===== config.mk =====
export PLATFORM = sky130hd
export DESIGN_NAME = ex_muldiv_unit
export DESIGN_NICKNAME = d
export VERILOG_FILES = /design/src/rtl/cpu_pkg.sv /design/src/rtl/muldiv_sign_fix.sv /design/src/rtl/ex_muldiv_unit.sv
export SDC_FILE = /design/constraint.sdc
export NUM_CORES = 1
export LEC_CHECK = 0
export CELL_PAD_IN_SITES_DETAIL_PLACEMENT = 0
export CELL_PAD_IN_SITES_GLOBAL_PLACEMENT = 1
export CORE_MARGIN = 4
export CORE_UTILIZATION = 47
export CTS_CLUSTER_DIAMETER = 80
export CTS_CLUSTER_SIZE = 12
export DETAILED_ROUTE_END_ITERATION = 12
export GPL_TIMING_DRIVEN = 0
export PLACE_DENSITY = 0.88
export SLEW_MARGIN = 0
export SYNTH_ARGS = -nofsm -noshare
export SYNTH_HDL_FRONTEND = slang
export SYNTH_HIERARCHICAL = 1
export SYNTH_SLANG_ARGS = --single-unit

===== constraint.sdc =====
create_clock -name Clk -period 8.6 [get_ports Clk]
set_clock_uncertainty 0.1 [all_clocks]
set_input_delay 1.29 -clock Clk [delete_from_list [all_inputs] [get_ports Clk]]
set_output_delay 1.29 -clock Clk [all_outputs]
set_load 0.01 [all_outputs]

===== src/rtl/cpu_pkg.sv =====
// rtl/cpu_pkg.sv - shared op encodings, FSM states and default width for the EX muldiv unit
package cpu_pkg;

    localparam int MULDIV_WIDTH = 32;

    localparam logic [2:0] OP_MULT  = 3'd0;
    localparam logic [2:0] OP_MULTU = 3'd1;
    localparam logic [2:0] OP_DIV   = 3'd2;
    localparam logic [2:0] OP_DIVU  = 3'd3;
    localparam logic [2:0] OP_MTHI  = 3'd4;
    localparam logic [2:0] OP_MTLO  = 3'd5;

    typedef enum logic [1:0] {
        ST_IDLE = 2'd0,
        ST_RUN  = 2'd1,
        ST_FIX  = 2'd2
    } muldiv_state_e;

endpackage


===== src/rtl/muldiv_sign_fix.sv =====
// rtl/muldiv_sign_fix.sv - two's complement sign correction of a HI/LO pair
// Wide mode negates {hi,lo} as one value under neg_lo_i; otherwise each half is negated on its own flag.
module muldiv_sign_fix
    import cpu_pkg::*;
#(
    parameter int WIDTH = MULDIV_WIDTH
) (
    input  logic [WIDTH-1:0] hi_i,
    input  logic [WIDTH-1:0] lo_i,
    input  logic             neg_hi_i,
    input  logic             neg_lo_i,
    input  logic             wide_i,
    output logic [WIDTH-1:0] hi_o,
    output logic [WIDTH-1:0] lo_o
);

    logic [2*WIDTH-1:0] wide_neg;

    always_comb begin
        wide_neg = -{hi_i, lo_i};
        if (wide_i) begin
            {hi_o, lo_o} = neg_lo_i ? wide_neg : {hi_i, lo_i};
        end else begin
            hi_o = neg_hi_i ? -hi_i : hi_i;
            lo_o = neg_lo_i ? -lo_i : lo_i;
        end
    end

endmodule


===== src/rtl/ex_muldiv_unit.sv =====
// rtl/ex_muldiv_unit.sv - multi-cycle MULT/DIV unit owning HI/LO; MULDIV_EARLY_TERM_EN enables multiply early termination
// FIX performs the final iteration together with sign correction and the HI/LO write.
module ex_muldiv_unit
    import cpu_pkg::*;
#(
    parameter int WIDTH = MULDIV_WIDTH,
    parameter int CNT_W = 6
) (
    input  logic             Clk,
    input  logic             Rst,
    input  logic             Start,
    input  logic [2:0]       Op,
    input  logic [WIDTH-1:0] A,
    input  logic [WIDTH-1:0] B,
    input  logic             HiLoRead,
    input  logic             Flush,
    output logic             Busy,
    output logic             Stall,
    output logic             Done,
    output logic             DivZero,
    output logic [WIDTH-1:0] HI,
    output logic [WIDTH-1:0] LO
);

    muldiv_state_e      state_q, state_d;
    logic [CNT_W-1:0]   cnt_q, cnt_d;
    logic [2*WIDTH-1:0] acc_q, acc_d;
    logic [WIDTH-1:0]   a_q, a_d;
    logic [WIDTH-1:0]   b_q, b_d;
    logic [WIDTH-1:0]   hi_q, hi_d;
    logic [WIDTH-1:0]   lo_q, lo_d;
    logic               is_div_q, is_div_d;
    logic               neg_q, neg_d;
    logic               neg_a_q, neg_a_d;
    logic               dz_q, dz_d;
    logic               done_q, done_d;
    logic               divzero_q, divzero_d;

    logic               op_signed, op_div;
    logic [WIDTH-1:0]   a_abs, b_abs;
    logic [WIDTH:0]     msum;
    logic [WIDTH:0]     rtmp;
    logic [WIDTH-1:0]   rdiff;
    logic               rge;
    logic [2*WIDTH-1:0] step;
    logic [2*WIDTH-1:0] fin;
    logic [WIDTH-1:0]   fix_hi, fix_lo;

    assign op_signed = (Op == OP_MULT) || (Op == OP_DIV);
    assign op_div    = (Op == OP_DIV) || (Op == OP_DIVU);

    muldiv_sign_fix #(.WIDTH(WIDTH)) u_abs (
        .hi_i     (A),
        .lo_i     (B),
        .neg_hi_i (op_signed & A[WIDTH-1]),
        .neg_lo_i (op_signed & B[WIDTH-1]),
        .wide_i   (1'b0),
        .hi_o     (a_abs),
        .lo_o     (b_abs)
    );

    // Multiply: add multiplicand on LSB, shift right. Divide: shift left, trial-subtract.
    assign msum  = {1'b0, acc_q[2*WIDTH-1:WIDTH]} + (acc_q[0] ? {1'b0, a_q} : '0);
    assign rtmp  = {acc_q[2*WIDTH-1:WIDTH], acc_q[WIDTH-1]};
    assign rge   = rtmp >= {1'b0, b_q};
    assign rdiff = rtmp[WIDTH-1:0] - b_q;
    assign step  = is_div_q ? {(rge ? rdiff : rtmp[WIDTH-1:0]), acc_q[WIDTH-2:0], rge}
                            : {msum, acc_q[WIDTH-1:1]};

`ifdef MULDIV_EARLY_TERM_EN
    logic [CNT_W-1:0] fin_sh;
    assign fin_sh = CNT_W'(WIDTH-1) - cnt_q;
    assign fin    = is_div_q ? step : (step >> fin_sh);
`else
    assign fin    = step;
`endif

    muldiv_sign_fix #(.WIDTH(WIDTH)) u_fix (
        .hi_i     (fin[2*WIDTH-1:WIDTH]),
        .lo_i     (fin[WIDTH-1:0]),
        .neg_hi_i (is_div_q & neg_a_q),
        .neg_lo_i (neg_q),
        .wide_i   (~is_div_q),
        .hi_o     (fix_hi),
        .lo_o     (fix_lo)
    );

    always_comb begin
        state_d   = state_q;
        cnt_d     = cnt_q;
        acc_d     = acc_q;
        a_d       = a_q;
        b_d       = b_q;
        hi_d      = hi_q;
        lo_d      = lo_q;
        is_div_d  = is_div_q;
        neg_d     = neg_q;
        neg_a_d   = neg_a_q;
        dz_d      = dz_q;
        done_d    = 1'b0;
        divzero_d = divzero_q;
        case (state_q)
            ST_IDLE: begin
                if (Start && !Flush) begin
                    case (Op)
                        OP_MTHI: begin
                            hi_d      = A;
                            divzero_d = 1'b0;
                        end
                        OP_MTLO: begin
                            lo_d      = A;
                            divzero_d = 1'b0;
                        end
                        OP_MULT, OP_MULTU, OP_DIV, OP_DIVU: begin
                            divzero_d = 1'b0;
                            dz_d      = op_div && (B == '0);
                            // Divide by zero returns the raw dividend in HI.
                            a_d       = (op_div && (B == '0)) ? A : a_abs;
                            b_d       = b_abs;
                            acc_d     = {{WIDTH{1'b0}}, (op_div ? a_abs : b_abs)};
                            is_div_d  = op_div;
                            neg_d     = op_signed & (A[WIDTH-1] ^ B[WIDTH-1]);
                            neg_a_d   = op_signed & A[WIDTH-1];
                            cnt_d     = '0;
                            state_d   = ST_RUN;
                            if (op_div && (B == '0)) begin
                                state_d = ST_FIX;
                            end
`ifdef MULDIV_EARLY_TERM_EN
                            if (!op_div && (b_abs[WIDTH-1:1] == '0)) begin
                                state_d = ST_FIX;
                            end
`endif
                        end
                        default: ;
                    endcase
                end
            end
            ST_RUN: begin
                if (Flush) begin
                    state_d = ST_IDLE;
                end else begin
                    acc_d = step;
                    cnt_d = cnt_q + 1'b1;
                    if (!is_div_q) begin
                        b_d = b_q >> 1;
                    end
                    if (cnt_q == CNT_W'(WIDTH-2)) begin
                        state_d = ST_FIX;
                    end
`ifdef MULDIV_EARLY_TERM_EN
                    else if (!is_div_q && (b_q[WIDTH-1:2] == '0)) begin
                        state_d = ST_FIX;
                    end
`endif
                end
            end
            ST_FIX: begin
                state_d = ST_IDLE;
                if (!Flush) begin
                    done_d = 1'b1;
                    if (dz_q) begin
                        lo_d      = '1;
                        hi_d      = a_q;
                        divzero_d = 1'b1;
                    end else begin
                        hi_d = fix_hi;
                        lo_d = fix_lo;
                    end
                end
            end
            default: state_d = ST_IDLE;
        endcase
    end

    always_ff @(posedge Clk) begin
        if (!Rst) begin
            state_q   <= ST_IDLE;
            cnt_q     <= '0;
            acc_q     <= '0;
            a_q       <= '0;
            b_q       <= '0;
            hi_q      <= '0;
            lo_q      <= '0;
            is_div_q  <= 1'b0;
            neg_q     <= 1'b0;
            neg_a_q   <= 1'b0;
            dz_q      <= 1'b0;
            done_q    <= 1'b0;
            divzero_q <= 1'b0;
        end else begin
            state_q   <= state_d;
            cnt_q     <= cnt_d;
            acc_q     <= acc_d;
            a_q       <= a_d;
            b_q       <= b_d;
            hi_q      <= hi_d;
            lo_q      <= lo_d;
            is_div_q  <= is_div_d;
            neg_q     <= neg_d;
            neg_a_q   <= neg_a_d;
            dz_q      <= dz_d;
            done_q    <= done_d;
            divzero_q <= divzero_d;
        end
    end

    assign Busy    = (state_q != ST_IDLE);
    assign Stall   = Busy & (Start | HiLoRead);
    assign Done    = done_q;
    assign DivZero = divzero_q;
    assign HI      = hi_q;
    assign LO      = lo_q;

endmodule


==> results.ini <==
[status]
status = completed

[sta]
fmax_mhz = 124
rsz0062_at_grt = false
setup_viol = 0
min_period_over_period_pct = 93.7
finalHoldViolations = 0
maxSlewHeadroom_pct = 2.74
fin_crit_ns = 8.06
tightest_slew_ns = 1.45
finalMaxSlewViolations = 0
finalSetupTns_ns = 0

[global_route]
antenna_found_initial = 3
grt_usage_pct = 36.3
grt_first_pass_wirelength_um = 115000
grt_pass1_vias = 18000
grt_max_degree = 18
grt_overflow = 0

[synthesis]
synth_edf_count = 0
synth_flop_cell = dfxtp_1
synth_area_um2 = 18000
ys_seq_area_share_pct = 23.0
ys_ff_latch = 206
netlist_instances = 2313
yosys_warnings = 6
async_flop_share_pct = 0
ys_types = 94
syn_area_per_cell_um2 = 7.76

[placement]
gp_congestion = 1.02
placed_area_um2 = 20000
io_buffer_count = 138
dp_hpwl_um = 63900

[clock_network]
root_buffer = clkbuf_16
cts_setup_buffers = 0
cts.htree.levels = 1
cts_tree = built
clk_latency_ns = 0.55
cts-resized-gates = 0
path_clk_slew_ns = 0.07
hold_buffers = 0
cts_max_path_buffers = 3
clock_sinks = 206
cts_made_buffers = 22

[power_and_ir_drop]
p_leak_nw = 8.39
peakVddDrop_uv = 132
fin_total_pwr_mw = 2.73
powerDensity_nw_per_um2 = 132

[drt]
first_iter_violations = 2465
viasPerCell = 6.48
ant_nets = 0
drc = 0
routed.top_layer = met5
met3_length_um = 8900
wirelength_um = 78700
wl_per_cell_um = 26.3
vias = 19400
dr_wl_met2_um = 32600
firstDrtPassIters = 6
drt-met1-wl_um = 34300

[final_layout]
drive_gt1_share_pct = 4.71
area.growth.synth_to_final_pct = 14.9
nets = 2624
n_fill_cell = 3692
final_cell_area_um2 = 20600

[flow_run]
drv_cap = 0

[worst_setup_path]
crit_type = reg -> reg
cp-end-kind = register
crit_fanout = 10
cp-start-kind = register
critPathArrivalTime_ns = 8.44
crit_required_ns = 8.98

[floorplanning]
die_area_um2 = 41400
io_pins = 140
die_y_um = 203
fp.dieW_um = 203
placementRows = 71
start_util_pct = 47.7
placeableCoreArea_um2 = 37700

[min_path]
hp-class = reg -> reg

cell usage after synthesis, drive strengths merged, types with 25 or more instances:
cell,number,area share (%)
a211oi,45,1.9
a21boi,70,2.9
a21o,27,1.1
a21oi,146,4.2
a22o,28,1.4
and2,48,1.7
buf,28,0.98
clkbuf,139,2.9
dfxtp,206,23
ha,70,4.9
inv,59,1.2
mux2,31,1.9
mux2i,123,6.9
nand2,283,5.9
nand3,28,0.78
nor2,135,2.8
nor2b,47,1.6
nor3,61,1.8
nor4,33,1.2
o211a,64,3.6
o211ai,68,2.8
o21ai,106,3.0
o221ai,35,1.7
o31ai,29,1.3
or3,25,0.87
or4,26,1.2
xnor2,115,5.6
xor2,61,3.0
per-stage QoR:
stage / std cells / hold WS (ns) / util, % / worst slack [ns]
after floorplan: 2318 / 0.348 / - / 3.62
after global placement: 2967 / 0.354 / 53.1 / 1.12
after detailed placement: 2967 / 0.355 / 53.1 / 1.10
after CTS: 2997 / 0.364 / 54.8 / 0.984
after global routing: 2997 / 0.383 / 54.8 / 0.522
final: 2998 / 0.362 / 54.8 / 0.540
critical path: stages (launching register included):
cell and delay (ns):
dfxtp_1 0.33, inv_1 0.09, ha_1 0.39, a21oi_1 0.30, o21ai_0 0.24, a211oi_1 0.91, a21oi_4 0.24, nor2_1 0.82
buf_2 0.46, a21oi_1 0.42, or4_1 0.75, or4_1 0.45, buf_2 0.21, or3_1 0.42, buf_6 0.19, nand2_1 0.09
a21oi_1 0.13, xor2_1 0.19, mux2i_1 0.12, a211oi_1 0.90, a21oi_1 0.09, nor2b_1 0.14
registers in the layout, summed over array words and instances (netlist names):
name	cells
a_q	32
HI	32
DivZero	1
state_q	2
cnt_q	6
neg_q	1
Done	1
acc_q	64
neg_a_q	1
dz_q	1
is_div_q	1
LO	32
b_q	32
routing by layer:
metal  vias to the layer above  GRT usage, %
li1                       8827             -
met1                      9348          52.3
met2                      1097          53.8
met3                       161          8.63
met4                         2          11.5
met5                         -             0
layout by cell type (no fill, tap or decap), types with 32 or more instances in the layout:
| cell | n |
|---|---|
| mux2i_1 | 123 |
| o221ai_1 | 35 |
| a21oi_1 | 144 |
| nor3_1 | 58 |
| nor2b_1 | 47 |
| ha_1 | 70 |
| xnor2_1 | 115 |
| a21boi_0 | 70 |
| nor4_1 | 32 |
| clkdlybuf4s50_1 | 138 |
| o21ai_0 | 91 |
| nand2_1 | 283 |
| o211a_1 | 64 |
| xor2_1 | 61 |
| clkbuf_1 | 141 |
| o211ai_1 | 68 |
| and2_1 | 46 |
| dfxtp_1 | 206 |
| inv_1 | 59 |
| nor2_1 | 135 |
| a211oi_1 | 43 |
where the power goes:
part	switching (mW)	leakage, nW	internal (mW)
clock	0.435	0.313	0.497
sequential	0.0245	1.67	0.987
combinational	0.512	6.40	0.277
path summary, 6_finish.rpt:
| check | slack, ns | cells past startpoint | endpoint | start |
|---|---|---|---|---|
| setup reg to reg | 0.54 | 21 | HI[31]$_SDFFE_PN0P_ | b_q[16]$_SDFFE_PN0P_ |
| hold reg to reg | 0.36 | 2 | LO[18]$_SDFFE_PN0P_ | LO[18]$_SDFFE_PN0P_ |
| hold / removal | 0.36 | 2 | LO[18]$_SDFFE_PN0P_ | LO[18]$_SDFFE_PN0P_ |
| setup / recovery | 0.54 | 21 | HI[31]$_SDFFE_PN0P_ | b_q[16]$_SDFFE_PN0P_ |
area by class of cell:
type | count | area (um2) | share of cell area, %
Antenna cell | 1 | 2.50 | 0.0121
Buffer | 167 | 697 | 3.38
Clock buffer | 27 | 611 | 2.96
Clock inverter | 3 | 22.5 | 0.109
Inverter | 60 | 225 | 1.09
Multi-Input combinational cell | 1885 | 12900 | 62.7
Sequential cell | 206 | 4120 | 20.0
Tap cell | 511 | 639 | 3.10
Timing Repair Buffer | 138 | 1380 | 6.69
cells by family after synthesis:
| kind of cell | synth area share [%] |
|---|---|
| buffers and inverters | 5.13 |
| and+or+nand+nor | 20.9 |
| xor gates and xnor gates | 8.58 |
| other | 0.0209 |
| adders and majority gates | 5.10 |
| AOI/OAI and AO/OA | 28.5 |
| muxes | 8.80 |
| DFF | 23.0 |
(Power assumes the default switching activity.)
